--- src/rtl/mem_bus_master.sv ---
// rtl/mem_bus_master.sv - M-stage load/store bus initiator with stall, alignment check and timeout
// One op per IDLE->BUSY->DONE pass; bus fields are latched at accept and held through BUSY.
module mem_bus_master #(
  parameter int TIMEOUT = 16
) (
  input  logic        clk,
  input  logic        reset,
  input  logic        op_valid_i,
  input  logic [2:0]  op_type_i,
  input  logic [31:0] op_addr_i,
  input  logic [31:0] op_wdata_i,
  output logic        stall_o,
  output logic [31:0] rdata_o,
  output logic        rdata_valid_o,
  output logic        adel_o,
  output logic        ades_o,
  output logic        bus_err_o,
  output logic        bus_req_o,
  output logic        bus_we_o,
  output logic [31:0] bus_addr_o,
  output logic [3:0]  bus_be_o,
  output logic [31:0] bus_wdata_o,
  input  logic        bus_ack_i,
  input  logic [31:0] bus_rdata_i
);

  localparam logic [7:0] CNT_LAST = 8'(TIMEOUT - 1);

  typedef enum logic [1:0] {IDLE, BUSY, DONE} state_e;

  state_e      state_q, state_d;
  logic [2:0]  type_q, type_d;
  logic [1:0]  off_q, off_d;
  logic [7:0]  cnt_q, cnt_d;
  logic        err_q, err_d;
  logic        we_q, we_d;
  logic [31:0] addr_q, addr_d;
  logic [3:0]  be_q, be_d;
  logic [31:0] wdata_q, wdata_d;
  logic [31:0] rdata_q, rdata_d;

  logic        is_store, is_word, is_half, misaligned;
  logic [3:0]  be_new;
  logic [31:0] wdata_new;
  logic [31:0] shifted;
  logic [7:0]  ld_byte;
  logic [15:0] ld_half;
  logic [31:0] ld_ext;

  // Op decode: stores are 101/110/111; the access size picks alignment, lanes and replication.
  always_comb begin
    is_store   = op_type_i[2] & (op_type_i[1] | op_type_i[0]);
    is_word    = (op_type_i == 3'b000) || (op_type_i == 3'b101);
    is_half    = (op_type_i == 3'b001) || (op_type_i == 3'b010) || (op_type_i == 3'b110);
    misaligned = is_word ? (op_addr_i[1:0] != 2'b00) : (is_half ? op_addr_i[0] : 1'b0);
    if (is_word) begin
      be_new    = 4'b1111;
      wdata_new = op_wdata_i;
    end else if (is_half) begin
      be_new    = op_addr_i[1] ? 4'b1100 : 4'b0011;
      wdata_new = {2{op_wdata_i[15:0]}};
    end else begin
      be_new    = 4'b0001 << op_addr_i[1:0];
      wdata_new = {4{op_wdata_i[7:0]}};
    end
  end

  // Load extraction from the returned word using the latched type and byte offset.
  always_comb begin
    shifted = bus_rdata_i >> {off_q, 3'b000};
    ld_byte = shifted[7:0];
    ld_half = off_q[1] ? bus_rdata_i[31:16] : bus_rdata_i[15:0];
    case (type_q)
      3'b001:  ld_ext = {{16{ld_half[15]}}, ld_half};
      3'b010:  ld_ext = {16'h0000, ld_half};
      3'b011:  ld_ext = {{24{ld_byte[7]}}, ld_byte};
      3'b100:  ld_ext = {24'h000000, ld_byte};
      default: ld_ext = bus_rdata_i;
    endcase
  end

  always_comb begin
    state_d = state_q;
    type_d  = type_q;
    off_d   = off_q;
    cnt_d   = cnt_q;
    err_d   = err_q;
    we_d    = we_q;
    addr_d  = addr_q;
    be_d    = be_q;
    wdata_d = wdata_q;
    rdata_d = rdata_q;
    stall_o = 1'b0;
    adel_o  = 1'b0;
    ades_o  = 1'b0;
    case (state_q)
      IDLE: begin
        if (op_valid_i) begin
          if (misaligned) begin
            adel_o = ~is_store;
            ades_o = is_store;
          end else begin
            stall_o = 1'b1;
            type_d  = op_type_i;
            off_d   = op_addr_i[1:0];
            we_d    = is_store;
            addr_d  = {op_addr_i[31:2], 2'b00};
            be_d    = be_new;
            wdata_d = wdata_new;
            cnt_d   = 8'd0;
            err_d   = 1'b0;
            state_d = BUSY;
          end
        end
      end
      BUSY: begin
        stall_o = 1'b1;
        if (bus_ack_i) begin
          if (!we_q) rdata_d = ld_ext;
          state_d = DONE;
        end else if (cnt_q == CNT_LAST) begin
          err_d   = 1'b1;
          rdata_d = 32'h0;
          state_d = DONE;
        end else begin
          cnt_d = cnt_q + 8'd1;
        end
      end
      default: state_d = IDLE;
    endcase
  end

  always_ff @(posedge clk) begin
    if (reset) begin
      state_q <= IDLE;
      type_q  <= 3'b000;
      off_q   <= 2'b00;
      cnt_q   <= 8'd0;
      err_q   <= 1'b0;
      we_q    <= 1'b0;
      addr_q  <= 32'h0;
      be_q    <= 4'h0;
      wdata_q <= 32'h0;
      rdata_q <= 32'h0;
    end else begin
      state_q <= state_d;
      type_q  <= type_d;
      off_q   <= off_d;
      cnt_q   <= cnt_d;
      err_q   <= err_d;
      we_q    <= we_d;
      addr_q  <= addr_d;
      be_q    <= be_d;
      wdata_q <= wdata_d;
      rdata_q <= rdata_d;
    end
  end

  assign bus_req_o     = (state_q == BUSY);
  assign bus_we_o      = we_q;
  assign bus_addr_o    = addr_q;
  assign bus_be_o      = be_q;
  assign bus_wdata_o   = wdata_q;
  assign rdata_o       = rdata_q;
  assign rdata_valid_o = (state_q == DONE) && !we_q && !err_q;
  assign bus_err_o     = (state_q == DONE) && err_q;

endmodule

--- config.mk ---
export PLATFORM = sky130hd
export DESIGN_NAME = mem_bus_master
export DESIGN_NICKNAME = d
export VERILOG_FILES = /design/src/rtl/mem_bus_master.sv
export SDC_FILE = /design/constraint.sdc
export NUM_CORES = 1
export LEC_CHECK = 0
export BUFFER_PORTS_ARGS = -buffer_cell sky130_fd_sc_hd__buf_2
export CAP_MARGIN = 15
export CORE_MARGIN = 5
export CORE_UTILIZATION = 40
export CTS_CLUSTER_DIAMETER = 200
export DETAILED_ROUTE_END_ITERATION = 7
export PLACE_DENSITY = 0.73
export SLEW_MARGIN = 20
export SYNTH_ARGS = -nofsm -noshare
export SYNTH_HDL_FRONTEND = slang
export SYNTH_SLANG_ARGS = --single-unit
--- constraint.sdc ---
create_clock -name clk -period 2 [get_ports clk]
set_input_delay 0.2 -clock clk [delete_from_list [all_inputs] [get_ports clk]]
set_output_delay 0.2 -clock clk [all_outputs]
set_load 0.005 [all_outputs]
==> results.toml, run 1 <==
[layout]
multi_input_area_um2 = 2684
antenna_cells = 0
stdcell_count = 1052
final_area_um2 = 7036
area_delta_synth_final_pct = 32.59
layout.nets = 970
fillers = 1285
final_util = 0.5355
layout-drive-gt1-share = 0.3242
register_area_um2 = 2302

[sta]
slew_violations = 0
finalSetupViolCount = 0
fin_tns_setup_ps = 0
max_freq_mhz = 542.9
worstMarginPinSlew_ps = 793.2
hold_viol = 0
finalCritPeriodShare = 0.9210
min_period_ps = 1842
skew_ps = 11.55
rsz0062_at_grt = "no"
relSlewSlack = 0.4712

[floorplan]
die_x_um = 125.2
core-area_um2 = 13140
die_area_um2 = 15670
ioPinCount = 210
die_h_um = 125.2
initial_core_util = 0.4039
rows = 42

[grt]
grt_max_degree = 76
grt_pass1_wl_um = 25910
grt_pass1_vias = 5204
antenna_found_initial = 0
grt_usage = 0.2015
overflow = 0

[clock_network]
htreeDepth = 4
clk_pin_slew_ps = 50
cts_root_buffer = "clkbuf_16"
clock_latency_ps = 420
cts_resized = 0
cts_buffer_depth = 2
hold_buffers = 0
postCtsSetupRepairBufs = 0
cts.sinks = 115
cts_tree = "done"
cts_buffers = 17

[drt]
wl_per_cell_um = 15.33
dr.pass1.iters = 5
vias = 5453
ant_nets = 0
wirelength_um = 16120
vias_per_cell = 5.183
drc_errors = 0
drt_iter0_markers = 278

[critical_path]
worstSetupEndpointType = "flip-flop"
arrival_ps = 2140
cpPeakStageDelay_ps = 630
cpLargestDelayFamily = "compound AO/OA/AOI/OAI gates"
r2r_setup_slack_ps = 160
rr_worst_depth = 5
r2r_start = "type_q[1]$_SDFFE_PP0P_"
cp_cell_sequence = "xor2_2, a211o_1, o21a_1, a21oi_1, o21ai_1"
crit_required_ps = 2290
r2r-end = "rdata_o[5]$_SDFFE_PP0P_"
crit_fanout = 14
criticalPathCategory = "flip-flop to flip-flop"
cp-start-kind = "flip-flop"
crit_buf_inv = 0
crit_slowest_cell = "dfxtp_1"

[yosys]
ys_types = 55
postSynthRegisterBits = 115
synth_area_um2 = 5306
yosysWarnings = 0
syn_area_per_cell_um2 = 7.920
ys_seq_area_frac = 0.4339
synthArstFlopShare = 0
syn-instance-count = 670
synthFlopType = "dfxtp_1"
synth_edf_count = 0

[status]
outcome = "completed"

[run]
drv_cap = 0

[hold_path]
holdPathEnd = "bus_addr_o[21]$_SDFFE_PP0P_"
whs_path_depth = 3
hp-class = "input pin to flip-flop"
min-delay-start = "op_addr_i[21]"

[power_and_ir_drop]
power.leakage_nw = 3.188
ir_drop_v = 0.0005385
powerDensity_nw_per_um2 = 875.4

[placement]
hpwl_um = 11730
dp_cells = 1023
placed_area_um2 = 6506
port_buffers = 207
place_congestion = 0.8525
==> placed cells by master, fill, tap and decap left out, drive strengths merged, types with 10 or more instances in the layout <==
| master | instances |
|---|---|
| nor2 | 53 |
| o211ai | 15 |
| nand2 | 155 |
| a311oi | 10 |
| clkbuf | 24 |
| a21oi | 80 |
| a22o | 13 |
| a211oi | 17 |
| buf | 226 |
| o21ai | 41 |
| nor3 | 15 |
| inv | 19 |
| dfxtp | 115 |
==> per-layer routing <==
metal	vias to the layer above	share of wire	global-route usage
met2	209	0.47	0.3195
met3	23	0.084	0.08358
met4	0	0.019	0.07462
met1	2509	0.42	0.2461
li1	2712	-	-
met5	-	0	0
==> cells by family (layout without fill, tap and decap cells) <==
logic type                 count (synthesis)  after routing  share of synthesized area
and+or+nand+nor                          267            267                     0.2226
AOI/OAI and AO/OA                        204            204                     0.2499
DFF                                      115            115                     0.4339
buffers and inverters                     69            274                    0.06272
xor gates and xnor gates                   9              9                    0.01769
muxes                                      4              4                    0.01014
adders and majority gates                  1              1                   0.002358
other                                      1              2                  0.0007067
==> where the power goes <==
| group | leakage (nW) | internal (W) | switching [W] |
|---|---|---|---|
| Combinational | 1.99 | 0.000395 | 0.000548 |
| Clock | 0.264 | 0.00171 | 0.000988 |
| Sequential | 0.939 | 0.00244 | 0.0000803 |
| Total | 3.19 | 0.00454 | 0.00162 |
==> flip-flops by register name, summed over array words and instances, names as in the netlist <==
signal	count
rdata_o	32
bus_we_o	1
type_q	3
err_q	1
bus_wdata_o	32
bus_be_o	4
off_q	2
bus_addr_o	30
state_q	2
cnt_q	8
==> through the flow <==
stage	hold WS, ps	setup slack (ps)	total power, W
detailed placement	436.0	197.2	0.003505
CTS	10.61	177.3	0.006211
finish	22.71	158.0	0.006159
floorplan	336.0	340.0	0.003090
global placement	431.0	253.8	0.003492
global route	19.22	43.66	0.006443
==> synthesized netlist by cell type, types with 4 or more instances <==
| library cell | n | area (um2) |
|---|---|---|
| buf_2 | 17 | 85.08 |
| a22o_1 | 13 | 113.9 |
| dfxtp_1 | 115 | 2302 |
| nand2_1 | 155 | 581.8 |
| buf_4 | 8 | 60.06 |
| nand2b_1 | 6 | 37.54 |
| and3_1 | 4 | 25.02 |
| a311oi_1 | 10 | 87.58 |
| xor2_1 | 6 | 52.55 |
| o21ai_2 | 13 | 113.9 |
| a21oi_1 | 80 | 400.4 |
| a211oi_1 | 17 | 127.6 |
| nand3_1 | 7 | 35.03 |
| inv_1 | 19 | 71.32 |
| or2_2 | 6 | 37.54 |
| nor2_1 | 52 | 195.2 |
| clkbuf_1 | 22 | 82.58 |
| o21ai_0 | 20 | 100.1 |
| o21ai_1 | 8 | 40.04 |
| o221ai_1 | 7 | 61.31 |
| nor3b_1 | 4 | 30.03 |
| o21a_1 | 9 | 67.56 |
| nor3_1 | 14 | 70.07 |
| o211ai_1 | 15 | 112.6 |
==> how the worst max path moves through the flow <==
stage	to	cells after the start	slack [ps]	startpoint
after floorplan	rdata_o[10]$_SDFFE_PP0P_	7	340	cnt_q[0]$_SDFFE_PP0P_
after global placement	rdata_o[4]$_SDFFE_PP0P_	5	250	type_q[0]$_SDFFE_PP0P_
after detailed placement	rdata_o[5]$_SDFFE_PP0P_	5	200	type_q[1]$_SDFFE_PP0P_
after CTS	rdata_o[5]$_SDFFE_PP0P_	5	180	type_q[1]$_SDFFE_PP0P_
after global routing	rdata_o[0]$_SDFFE_PP0P_	5	40	type_q[1]$_SDFFE_PP0P_
final	rdata_o[5]$_SDFFE_PP0P_	5	160	type_q[1]$_SDFFE_PP0P_
==> cell type report <==
class,instances,share of cell area
inverter,19,0.01014
multi-input combinational,487,0.3815
clock inverter,5,0.003913
sequential,115,0.3272
clock buffer,24,0.07131
timing repair buffer,226,0.1746
tap,176,0.03130
==> tightest hold or removal path: stages <==
cell     delay (ps)
buf_2            90
nand2_1          40
a21oi_1          50
No activity file was read; power rests on OpenSTA's default activity.
==> run 2: changes to the inputs <==
CORE_ASPECT_RATIO = 0.6   (was default)
==> run 2 against run 1 <==
Compared with the run above:
- non-clock buffer count grew 3
- sequential share of layout area is 0.65 points lower
- flip-flop and latch count is the same
- critical path depth did not move
- hold slack gained 8.6 ps
- register-to-register slack gained 50 ps
- clock skew grew 1.6 ps
- wire length rose by 3.5%
- final cell count unchanged
- largest cell class unchanged
==> results.toml, run 2 (synthesized netlist as in run 1, its figures left out) <==
[grt]
antenna_found_initial = 1
grt_max_degree = 61
grt_pass1_vias = 4952
grt_usage = 0.2065
overflow = 0
grt_pass1_wl_um = 26070

[drt]
wirelength_um = 16680
ant_nets = 0
drt_iter0_markers = 433
vias = 5416
wl_per_cell_um = 15.86
dr.pass1.iters = 5
vias_per_cell = 5.148
drc_errors = 0

[sta]
slew_violations = 0
finalSetupViolCount = 0
max_freq_mhz = 558.4
skew_ps = 13.17
hold_viol = 0
worstMarginPinSlew_ps = 695.5
relSlewSlack = 0.5363
fin_tns_setup_ps = 0
min_period_ps = 1791
rsz0062_at_grt = "no"
finalCritPeriodShare = 0.8954

[critical_path]
crit_required_ps = 2330
arrival_ps = 2120
worstSetupEndpointType = "flip-flop"
cp_cell_sequence = "nand2b_1, or4_4, nor2_1, a21oi_1, o21ai_1"
cpPeakStageDelay_ps = 490
crit_fanout = 6
cp-start-kind = "flip-flop"
crit_slowest_cell = "or4_4"
criticalPathCategory = "flip-flop to flip-flop"

[floorplan]
ioPinCount = 210
core-area_um2 = 12930
rows = 32
die_h_um = 99.22
die_x_um = 158.7
die_area_um2 = 15740
initial_core_util = 0.4103

[clock_network]
htreeDepth = 4
cts_root_buffer = "clkbuf_16"
clock_latency_ps = 400
cts_buffers = 17
clk_pin_slew_ps = 60
cts_tree = "done"
cts_buffer_depth = 2
cts.sinks = 115
postCtsSetupRepairBufs = 0

[placement]
hpwl_um = 12580
dp_cells = 1020
port_buffers = 207
place_congestion = 0.8816

[run]
drv_cap = 0

[layout]
final_cell_mix = "buf_2, nand2_1, dfxtp_1, a21oi_1, nor2_1"
stdcell_count = 1052
fillers = 1258
antenna_cells = 0
final_common_cell = "buf_2"
layout.nets = 973
final_util = 0.5553
area_delta_synth_final_pct = 35.35
layout-drive-gt1-share = 0.3311

[power_and_ir_drop]
ir_drop_v = 0.0005730
power.leakage_nw = 3.258
powerDensity_nw_per_um2 = 952.9
p_total_w = 0.006844

[status]
outcome = "completed"

[hold_path]
hp-class = "input pin to flip-flop"
[run 2: metrics by stage]
step | area [um2] | hold slack (ps) | setup WS [ps]
finish | 7182 | 31.28 | 209.2
CTS | 7181 | 17.34 | 171.0
global route | 7182 | 27.90 | 104.1
global placement | 6521 | 432.7 | 230.0
floorplan | 5310 | 336.0 | 340.0
detailed placement | 6521 | 431.0 | 185.9
[run 2: worst paths after layout]
kind / start / to / slack (ps) / cells past startpoint
max: state_q[1]$_SDFFE_PP0P_ / rdata_o[5]$_SDFFE_PP0P_ / 210 / 5
min: op_addr_i[11] / bus_addr_o[11]$_SDFFE_PP0P_ / 30 / 3
max reg2reg: state_q[1]$_SDFFE_PP0P_ / rdata_o[5]$_SDFFE_PP0P_ / 210 / 5
min reg2reg: rdata_o[0]$_SDFFE_PP0P_ / rdata_o[0]$_SDFFE_PP0P_ / 440 / 2
[run 2: power breakdown]
| part | internal, W | switching (W) | leakage (nW) |
|---|---|---|---|
| Clock | 0.00228 | 0.00109 | 0.321 |
| Combinational | 0.000400 | 0.000555 | 2.00 |
| Sequential | 0.00243 | 0.0000855 | 0.939 |
[run 2: layout make-up]
cell class | instances | area, um2 | share of cell area
multi-input combinational | 487 | 2684 | 0.3737
timing repair buffer | 229 | 1251 | 0.1742
clock inverter | 12 | 202.7 | 0.02822
tap | 170 | 212.7 | 0.02962
inverter | 19 | 71.32 | 0.009930
sequential | 115 | 2303 | 0.3207
clock buffer | 20 | 456.7 | 0.06359
[run 2: per-layer routing]
metal | routed length (um) | up-vias | GRT usage
met4 | 82 | 2 | 0.05046
met1 | 8047 | 2459 | 0.3127
met3 | 1880 | 8 | 0.07826
met5 | 13 | - | 0
li1 | - | 2723 | -
met2 | 6655 | 224 | 0.2717
[run 2: repair_timing]
action                                  in CTS  in global routing
resized for setup                            0                  1
endpoints found under the hold margin        0                  0
hold buffers                                 0                  0
endpoints found under the setup margin       0                  1
[run 2: critical path: cells and delay by family, from the launching register on]
family	cells	cell delay, ps
AOI/OAI and AO/OA	2	230
DFF	1	370
and+or+nand+nor	3	1140
